[src/rtl/regfile_writeback_arbiter_pkg.sv]
// Shared definitions for the register-file writeback path.
// Used by the writeback stage, the register file and the writeback arbiter.
//   REG_IDX_W : register index width
//   DATA_W    : register data width
//   ZERO_REG  : hard-wired zero register; writes to it are dropped
//   wb_req_t  : one writeback request {rd, data}
package regfile_writeback_arbiter_pkg;
    localparam int REG_IDX_W = 5;
    localparam int DATA_W    = 32;
    localparam logic [REG_IDX_W-1:0] ZERO_REG = '0;

    typedef struct packed {
        logic [REG_IDX_W-1:0] rd;
        logic [DATA_W-1:0]    data;
    } wb_req_t;
endpackage

[src/rtl/regfile_writeback_arbiter_if.sv]
// Bundle of all writeback-arbiter bus signals.
//   master : environment side (writeback stage, long-latency units, hazard unit)
//   slave  : arbiter side
// Handshakes: pipe_valid has no backpressure. A long-latency result transfers
// on a cycle where lu_valid and lu_ready are both high; lu_valid/lu_rd/lu_data
// must stay stable while lu_valid is high and lu_ready is low.
interface regfile_writeback_arbiter_if;
    import regfile_writeback_arbiter_pkg::*;

    logic                 pipe_valid;
    logic [REG_IDX_W-1:0] pipe_rd;
    logic [DATA_W-1:0]    pipe_data;
    logic                 lu_valid;
    logic                 lu_ready;
    logic [REG_IDX_W-1:0] lu_rd;
    logic [DATA_W-1:0]    lu_data;
    logic                 RegWrite;
    logic [REG_IDX_W-1:0] Write_register;
    logic [DATA_W-1:0]    Write_data;
    logic [REG_IDX_W-1:0] rs_q;
    logic [REG_IDX_W-1:0] rt_q;
    logic                 rs_pending;
    logic                 rt_pending;
    logic                 stall_req;
    logic                 protocol_err;

    modport master (
        output pipe_valid, pipe_rd, pipe_data,
        output lu_valid, lu_rd, lu_data,
        input  lu_ready,
        input  RegWrite, Write_register, Write_data,
        output rs_q, rt_q,
        input  rs_pending, rt_pending,
        input  stall_req, protocol_err
    );

    modport slave (
        input  pipe_valid, pipe_rd, pipe_data,
        input  lu_valid, lu_rd, lu_data,
        output lu_ready,
        output RegWrite, Write_register, Write_data,
        input  rs_q, rt_q,
        output rs_pending, rt_pending,
        output stall_req, protocol_err
    );
endinterface

[src/rtl/regfile_writeback_arbiter_fifo.sv]
// wb_result_fifo: DEPTH-entry circular buffer of long-latency results.
//   clk, reset     : clock, asynchronous active-low reset (empties the buffer)
//   push, push_req : enqueue push_req at the tail
//   pop            : dequeue the head
//   head           : oldest entry
//   count          : number of entries held (registered)
//   entry_rd       : rd of each storage slot
//   entry_valid    : slot currently holds a live entry
// push while full and pop while empty are not allowed by the caller.
module wb_result_fifo
    import regfile_writeback_arbiter_pkg::*;
#(
    parameter int DEPTH = 2
) (
    input  logic                                clk,
    input  logic                                reset,
    input  logic                                push,
    input  wb_req_t                             push_req,
    input  logic                                pop,
    output wb_req_t                             head,
    output logic [$clog2(DEPTH+1)-1:0]          count,
    output logic [DEPTH-1:0][REG_IDX_W-1:0]     entry_rd,
    output logic [DEPTH-1:0]                    entry_valid
);
    localparam int PTR_W = $clog2(DEPTH);
    localparam int CNT_W = $clog2(DEPTH+1);

    wb_req_t            mem [DEPTH];
    logic [PTR_W-1:0]   wr_ptr;
    logic [PTR_W-1:0]   rd_ptr;
    logic [CNT_W-1:0]   cnt_q;

    always_ff @(posedge clk or negedge reset) begin
        if (!reset) begin
            wr_ptr <= '0;
            rd_ptr <= '0;
            cnt_q  <= '0;
        end else begin
            if (push) wr_ptr <= wr_ptr + 1'b1;
            if (pop)  rd_ptr <= rd_ptr + 1'b1;
            if (push && !pop)      cnt_q <= cnt_q + 1'b1;
            else if (pop && !push) cnt_q <= cnt_q - 1'b1;
        end
    end

    // Storage needs no reset: liveness is decided by the pointers and count.
    always_ff @(posedge clk) begin
        if (push) mem[wr_ptr] <= push_req;
    end

    assign head  = mem[rd_ptr];
    assign count = cnt_q;

    // A slot is live when its distance from the head (mod DEPTH) is below count.
    always_comb begin
        entry_rd    = '0;
        entry_valid = '0;
        for (int i = 0; i < DEPTH; i++) begin
            logic [PTR_W-1:0] offset;
            offset         = PTR_W'(i) - rd_ptr;
            entry_rd[i]    = mem[i].rd;
            entry_valid[i] = (CNT_W'(offset) < cnt_q);
        end
    end
endmodule

[src/rtl/regfile_writeback_arbiter.sv]
// regfile_writeback_arbiter: drives the register-file write port from
// single-cycle writeback results and buffered long-latency results.
//   clk   : clock
//   reset : asynchronous active-low reset
//   bus   : pipe/lu request inputs, registered write port
//           (RegWrite/Write_register/Write_data), hazard queries and
//           pending flags, stall_req and sticky protocol_err
// Priority: pipe result, then FIFO head, then bypass of a fresh lu result
// when the FIFO is empty. Writes to register 0 are accepted and dropped.
module regfile_writeback_arbiter
    import regfile_writeback_arbiter_pkg::*;
#(
    parameter int DEPTH        = 2,
    parameter int STARVE_LIMIT = 4
) (
    input  logic                           clk,
    input  logic                           reset,
    regfile_writeback_arbiter_if.slave     bus
);
    localparam int CNT_W = $clog2(DEPTH+1);
    localparam int SW    = $clog2(STARVE_LIMIT+1);

    wb_req_t                        head;
    logic [CNT_W-1:0]               count;
    logic [DEPTH-1:0][REG_IDX_W-1:0] entry_rd;
    logic [DEPTH-1:0]               entry_valid;

    logic                 reg_write_q;
    logic [REG_IDX_W-1:0] write_reg_q;
    logic [DATA_W-1:0]    write_data_q;
    logic [SW-1:0]        starve_q;
    logic                 stall_q;
    logic                 perr_q;

    logic fifo_empty, pipe_take, lu_hs, lu_live;
    logic grant_pipe, grant_fifo, grant_bypass, push;
    wb_req_t win_req;

    assign fifo_empty = (count == '0);
    // Ready depends on the registered count only, so a full FIFO refuses
    // even in a cycle where it pops.
    assign bus.lu_ready = (count < CNT_W'(DEPTH));

    assign pipe_take    = bus.pipe_valid && (bus.pipe_rd != ZERO_REG);
    assign lu_hs        = bus.lu_valid && bus.lu_ready;
    assign lu_live      = lu_hs && (bus.lu_rd != ZERO_REG);
    assign grant_pipe   = pipe_take;
    assign grant_fifo   = !pipe_take && !fifo_empty;
    assign grant_bypass = !pipe_take && fifo_empty && lu_live;
    assign push         = lu_live && !grant_bypass;

    always_comb begin
        win_req = '0;
        if (grant_pipe)        win_req = '{rd: bus.pipe_rd, data: bus.pipe_data};
        else if (grant_fifo)   win_req = head;
        else if (grant_bypass) win_req = '{rd: bus.lu_rd, data: bus.lu_data};
    end

    wb_result_fifo #(.DEPTH(DEPTH)) u_fifo (
        .clk         (clk),
        .reset       (reset),
        .push        (push),
        .push_req    ('{rd: bus.lu_rd, data: bus.lu_data}),
        .pop         (grant_fifo),
        .head        (head),
        .count       (count),
        .entry_rd    (entry_rd),
        .entry_valid (entry_valid)
    );

    always_ff @(posedge clk or negedge reset) begin
        if (!reset) begin
            reg_write_q  <= 1'b0;
            write_reg_q  <= '0;
            write_data_q <= '0;
        end else begin
            reg_write_q <= grant_pipe || grant_fifo || grant_bypass;
            if (grant_pipe || grant_fifo || grant_bypass) begin
                write_reg_q  <= win_req.rd;
                write_data_q <= win_req.data;
            end
        end
    end

    // Starvation: counts pipe wins over a non-empty FIFO. stall_req follows
    // the saturated counter one edge later and drops on the popping edge.
    always_ff @(posedge clk or negedge reset) begin
        if (!reset) begin
            starve_q <= '0;
            stall_q  <= 1'b0;
            perr_q   <= 1'b0;
        end else begin
            if (grant_fifo || fifo_empty)
                starve_q <= '0;
            else if (grant_pipe && starve_q != SW'(STARVE_LIMIT))
                starve_q <= starve_q + 1'b1;

            if (grant_fifo)
                stall_q <= 1'b0;
            else if (starve_q == SW'(STARVE_LIMIT))
                stall_q <= 1'b1;

            if (bus.pipe_valid && stall_q)
                perr_q <= 1'b1;
        end
    end

    always_comb begin
        bus.rs_pending = 1'b0;
        bus.rt_pending = 1'b0;
        if (reg_write_q && write_reg_q == bus.rs_q) bus.rs_pending = 1'b1;
        if (reg_write_q && write_reg_q == bus.rt_q) bus.rt_pending = 1'b1;
        for (int i = 0; i < DEPTH; i++) begin
            if (entry_valid[i] && entry_rd[i] == bus.rs_q) bus.rs_pending = 1'b1;
            if (entry_valid[i] && entry_rd[i] == bus.rt_q) bus.rt_pending = 1'b1;
        end
        if (bus.rs_q == ZERO_REG) bus.rs_pending = 1'b0;
        if (bus.rt_q == ZERO_REG) bus.rt_pending = 1'b0;
    end

    assign bus.RegWrite       = reg_write_q;
    assign bus.Write_register = write_reg_q;
    assign bus.Write_data     = write_data_q;
    assign bus.stall_req      = stall_q;
    assign bus.protocol_err   = perr_q;
endmodule

[src/flat_wrapper.sv]
// flat-port wrapper written by rule: the top's interface ports become plain ports
module regfile_writeback_arbiter_flat import regfile_writeback_arbiter_pkg::*;
#(
    parameter int DEPTH        = 2,
    parameter int STARVE_LIMIT = 4
)
  (clk, reset, bus_pipe_valid, bus_pipe_rd, bus_pipe_data, bus_lu_valid, bus_lu_rd, bus_lu_data, bus_lu_ready, bus_RegWrite, bus_Write_register, bus_Write_data, bus_rs_q, bus_rt_q, bus_rs_pending, bus_rt_pending, bus_stall_req, bus_protocol_err);
  regfile_writeback_arbiter_if bus_i ();
  input  logic clk;
  input  logic reset;
  input wire logic [$bits(bus_i.pipe_valid)-1:0] bus_pipe_valid;
  input wire logic [$bits(bus_i.pipe_rd)-1:0] bus_pipe_rd;
  input wire logic [$bits(bus_i.pipe_data)-1:0] bus_pipe_data;
  input wire logic [$bits(bus_i.lu_valid)-1:0] bus_lu_valid;
  input wire logic [$bits(bus_i.lu_rd)-1:0] bus_lu_rd;
  input wire logic [$bits(bus_i.lu_data)-1:0] bus_lu_data;
  output wire logic [$bits(bus_i.lu_ready)-1:0] bus_lu_ready;
  output wire logic [$bits(bus_i.RegWrite)-1:0] bus_RegWrite;
  output wire logic [$bits(bus_i.Write_register)-1:0] bus_Write_register;
  output wire logic [$bits(bus_i.Write_data)-1:0] bus_Write_data;
  input wire logic [$bits(bus_i.rs_q)-1:0] bus_rs_q;
  input wire logic [$bits(bus_i.rt_q)-1:0] bus_rt_q;
  output wire logic [$bits(bus_i.rs_pending)-1:0] bus_rs_pending;
  output wire logic [$bits(bus_i.rt_pending)-1:0] bus_rt_pending;
  output wire logic [$bits(bus_i.stall_req)-1:0] bus_stall_req;
  output wire logic [$bits(bus_i.protocol_err)-1:0] bus_protocol_err;
  assign bus_i.pipe_valid = bus_pipe_valid;
  assign bus_i.pipe_rd = bus_pipe_rd;
  assign bus_i.pipe_data = bus_pipe_data;
  assign bus_i.lu_valid = bus_lu_valid;
  assign bus_i.lu_rd = bus_lu_rd;
  assign bus_i.lu_data = bus_lu_data;
  assign bus_lu_ready = bus_i.lu_ready;
  assign bus_RegWrite = bus_i.RegWrite;
  assign bus_Write_register = bus_i.Write_register;
  assign bus_Write_data = bus_i.Write_data;
  assign bus_i.rs_q = bus_rs_q;
  assign bus_i.rt_q = bus_rt_q;
  assign bus_rs_pending = bus_i.rs_pending;
  assign bus_rt_pending = bus_i.rt_pending;
  assign bus_stall_req = bus_i.stall_req;
  assign bus_protocol_err = bus_i.protocol_err;
  regfile_writeback_arbiter #(.DEPTH(DEPTH), .STARVE_LIMIT(STARVE_LIMIT)) u_core (.clk(clk), .reset(reset), .bus(bus_i));
endmodule
[config.mk]
export PLATFORM = sky130hd
export DESIGN_NAME = regfile_writeback_arbiter_flat
export DESIGN_NICKNAME = d
export VERILOG_FILES = /design/src/rtl/regfile_writeback_arbiter_pkg.sv /design/src/rtl/regfile_writeback_arbiter_if.sv /design/src/rtl/regfile_writeback_arbiter_fifo.sv /design/src/rtl/regfile_writeback_arbiter.sv /design/src/flat_wrapper.sv
export SDC_FILE = /design/constraint.sdc
export NUM_CORES = 1
export LEC_CHECK = 0
export CORE_MARGIN = 5
export CORE_UTILIZATION = 50
export CTS_CLUSTER_DIAMETER = 100
export DETAILED_ROUTE_END_ITERATION = 6
export GPL_TIMING_DRIVEN = 0
export PLACE_DENSITY = 0.8
export SLEW_MARGIN = 10
export SYNTH_ARGS = -nofsm -noshare
export SYNTH_HDL_FRONTEND = slang
export SYNTH_SLANG_ARGS = --single-unit
[constraint.sdc]
create_clock -name clk -period 3.35 [get_ports clk]
set_input_delay 0.5025 -clock clk [delete_from_list [all_inputs] [get_ports clk]]
set_output_delay 0.5025 -clock clk [all_outputs]
set_load 0.1 [all_outputs]
==> impl_metrics.env <==
export IMPL_outcome="finished clean"
export IMPL_clk_pin_slew_ns=0.05
export IMPL_num_io_pins=131
export IMPL_cts_sinks=121
export IMPL_r2r_slack_ns=1.16
export IMPL_grtUsageTotal_pct=22.7
export IMPL_cts_root_buffer="clkbuf_8"
export IMPL_grt_overflow=0
export IMPL_drv_slew=0
export IMPL_syn_avg_cell_area_sq_um=12.0
export IMPL_clockBufferDepth=2
export IMPL_cts_setup_buffers=0
export IMPL_cts_tree="yes"
export IMPL_final_nets=697
export IMPL_synth_ff_type="edfxtp_1"
export IMPL_powerDensity_mw_per_mm2=888
export IMPL_p_leak_nw=2.84
export IMPL_synth_edf_count=74
export IMPL_rr_worst_depth=6
export IMPL_yosysTopAreaCell="edfxtp_1"
export IMPL_cts_buffers=17
export IMPL_n_antenna_cell=0
export IMPL_cp_arrival_ns=2.72
export IMPL_die_area_sq_mm=0.0131
export IMPL_relSlewSlack_pct=31.2
export IMPL_area_growth_pct=38.2
export IMPL_place_congestion=0.905
export IMPL_ant_nets=0
export IMPL_peakVddDrop_uv=557
export IMPL_final_area_sq_mm=0.00756
export IMPL_ctsHtreeMaxLevel=4
export IMPL_dieHeight_um=115
export IMPL_yosysSeqAreaShare_pct=62.2
export IMPL_grt_pass1_wl_um=22900
export IMPL_synth_distinct_cells=33
export IMPL_dr_pass1_iters=5
export IMPL_synthesis_nets=545
export IMPL_layout_drive_gt1_share_pct=8.08
export IMPL_synth_cells=454
export IMPL_finalPower_mw=6.71
export IMPL_synth_area_leaders="edfxtp_1, dfrtp_1, mux2i_1"
export IMPL_min_delay_start="bus_pipe_valid"
export IMPL_dp_hpwl_um=10200
export IMPL_setup_slack_ns=0.128
export IMPL_ys_ff_latch=121
export IMPL_port_buffers=129
export IMPL_timing_final_crit_share_pct=96.2
export IMPL_setup_viol=0
export IMPL_initial_core_util_pct=50.6
export IMPL_ys_warn_count=0
export IMPL_die_x_um=115
export IMPL_syn_area_sq_mm=0.00547
export IMPL_max_cap_viol_count=0
export IMPL_antenna_found_initial=0
export IMPL_rsz0062_at_grt="false"
export IMPL_startpoint="bus_rt_q[2]"
export IMPL_grt_pass1_vias=4512
export IMPL_min_delay_path_class="input port to flop"
export IMPL_crit_type="input port to output pin"
export IMPL_core_sq_mm=0.0108
export IMPL_tns_ns=0
export IMPL_grt_max_degree=30
export IMPL_routedWlPerCell_um=18.7
export IMPL_async_flop_share_pct=38.8
export IMPL_crit_path_end_kind="output pin"
export IMPL_critPathLaunchType="input port"
export IMPL_worstPathMaxFanout=4
export IMPL_dp_cells=726
export IMPL_yosys_area_top_type_share_pct=40.7
export IMPL_hold_path_depth=2
export IMPL_vias=4238
export IMPL_num_rows=38
export IMPL_drc_errors=0
export IMPL_max_freq_mhz=310
export IMPL_placed_area_sq_mm=0.00702
export IMPL_required_ns=2.85
export IMPL_fin_crit_ns=3.22
export IMPL_routed_wirelength_um=14200
export IMPL_r2r_start="u_core.u_fifo.count[0]"
export IMPL_min_to="u_core.bus.protocol_err"
export IMPL_stdcell_count=759
export IMPL_via_per_inst=5.58
export IMPL_hold_viol=0
export IMPL_tightestPinTransition_ns=1.03
export IMPL_finClkSkew_ns=0.00775
export IMPL_drt_initial_drc_count=330
export IMPL_post_place_ws_ns=-0.446
export IMPL_r2r_end="u_core.bus.Write_data[6]"
export IMPL_insertion_delay_ns=0.52
## state kept, by name, indices dropped and copies added (netlist names)
name	count
u_core.u_fifo.count	2
u_core.bus.stall_req	1
u_core.bus.protocol_err	1
u_core.bus.RegWrite	1
u_core.u_fifo.mem	74
u_core.bus.Write_data	32
u_core.bus.Write_register	5
u_core.u_fifo.wr_ptr	1
u_core.u_fifo.rd_ptr	1
u_core.starve_q	3
## timing repair
item | 4_1_cts | 5_1_grt
hold buffers | 1 | 0
resized for setup | 6 | 0
hold endpoints to repair | 18 | 0
endpoints found under the setup margin | 2 | 0
## stage by stage
stage	hold WS [ns]	util, %
finish	0.436	70.0
global route	0.443	70.0
CTS	0.415	70.0
detailed placement	0.447	65.0
global placement	0.439	64.3
floorplan	0.207	-
## power breakdown
group	internal (mW)	switching (mW)	total [mW]
sequential	1.94	0.185	2.13
combinational	0.862	2.12	2.99
clock	1.00	0.592	1.60
total	3.81	2.90	6.71
## layer usage
layer / GRT usage, % / vias up / share of wire (%)
met2: 36.2 / 180 / 49
met4: 10.1 / 0 / 3.1
li1: - / 1977 / -
met3: 6.03 / 40 / 7.2
met5: 0 / - / 0
met1: 29.0 / 2041 / 41
## cell usage in the layout, fill, tap and decap left out, types with 3 or more instances in the layout
master and count:
dfrtp_1 47, xor2_1 26, buf_2 9, nand2_1 33, mux2i_1 38, clkdlybuf4s50_1 126
a221o_1 5, clkinv_2 3, ha_1 3, clkbuf_16 16, edfxtp_1 74, clkbuf_1 25
nor2_1 46, a31oi_1 39, o21ai_0 58, buf_6 3, o21ai_1 8, xnor2_1 10
or4_1 5, nor4_1 4, nor3_1 5, inv_1 6, clkbuf_8 6
## Yosys cell counts, drive strengths merged (2+ instances only)
cell type  instances
edfxtp            74
dfrtp             47
a221o              5
ha                 3
nor3               5
o21ai             66
xnor2             10
nor4               5
nand2             33
mux2i             38
xor2              26
inv                6
buf               12
or4                5
nor2              46
nand3              2
a31oi             39
a21oi              4
clkbuf            18
## how the worst max path moves through the flow
stage,endpoint,depth (start not counted)
2_1_floorplan,bus_rt_pending,4
3_3_place_gp,bus_rt_pending,7
3_5_place_dp,bus_rt_pending,7
4_1_cts,bus_rt_pending,7
5_1_grt,bus_rt_pending,7
6_report,bus_rt_pending,7
## logic make-up (layout without fill, tap and decap cells)
kind of cell	count (synthesis)	after routing	synth area share (%)
AO/OA/AOI/OAI	120	120	13.3
flip-flops	121	121	62.2
buffers and inverters	36	201	3.07
AND/OR/NAND/NOR	100	100	8.08
XOR/XNOR	36	36	5.77
multiplexers	38	38	6.96
adder cells (fa/ha/maj)	3	3	0.687
## layout make-up
class	count	area (sq um)
Tap cell	140	175
Timing Repair Buffer	133	1370
Clock inverter	3	15.0
Fill cell	817	3240
Sequential cell	121	3400
Inverter	6	22.5
Clock buffer	29	509
Buffer	30	145
Multi-Input combinational cell	297	1920
## worst max-delay path: stages
cell,delay [ns]
clkdlybuf4s50_1,0.54
xor2_1,0.19
or4_1,0.53
nor3_1,0.15
a31oi_1,0.09
a21oi_2,0.15
clkdlybuf4s15_2,0.56
No activity file was read; power rests on OpenSTA's default activity.
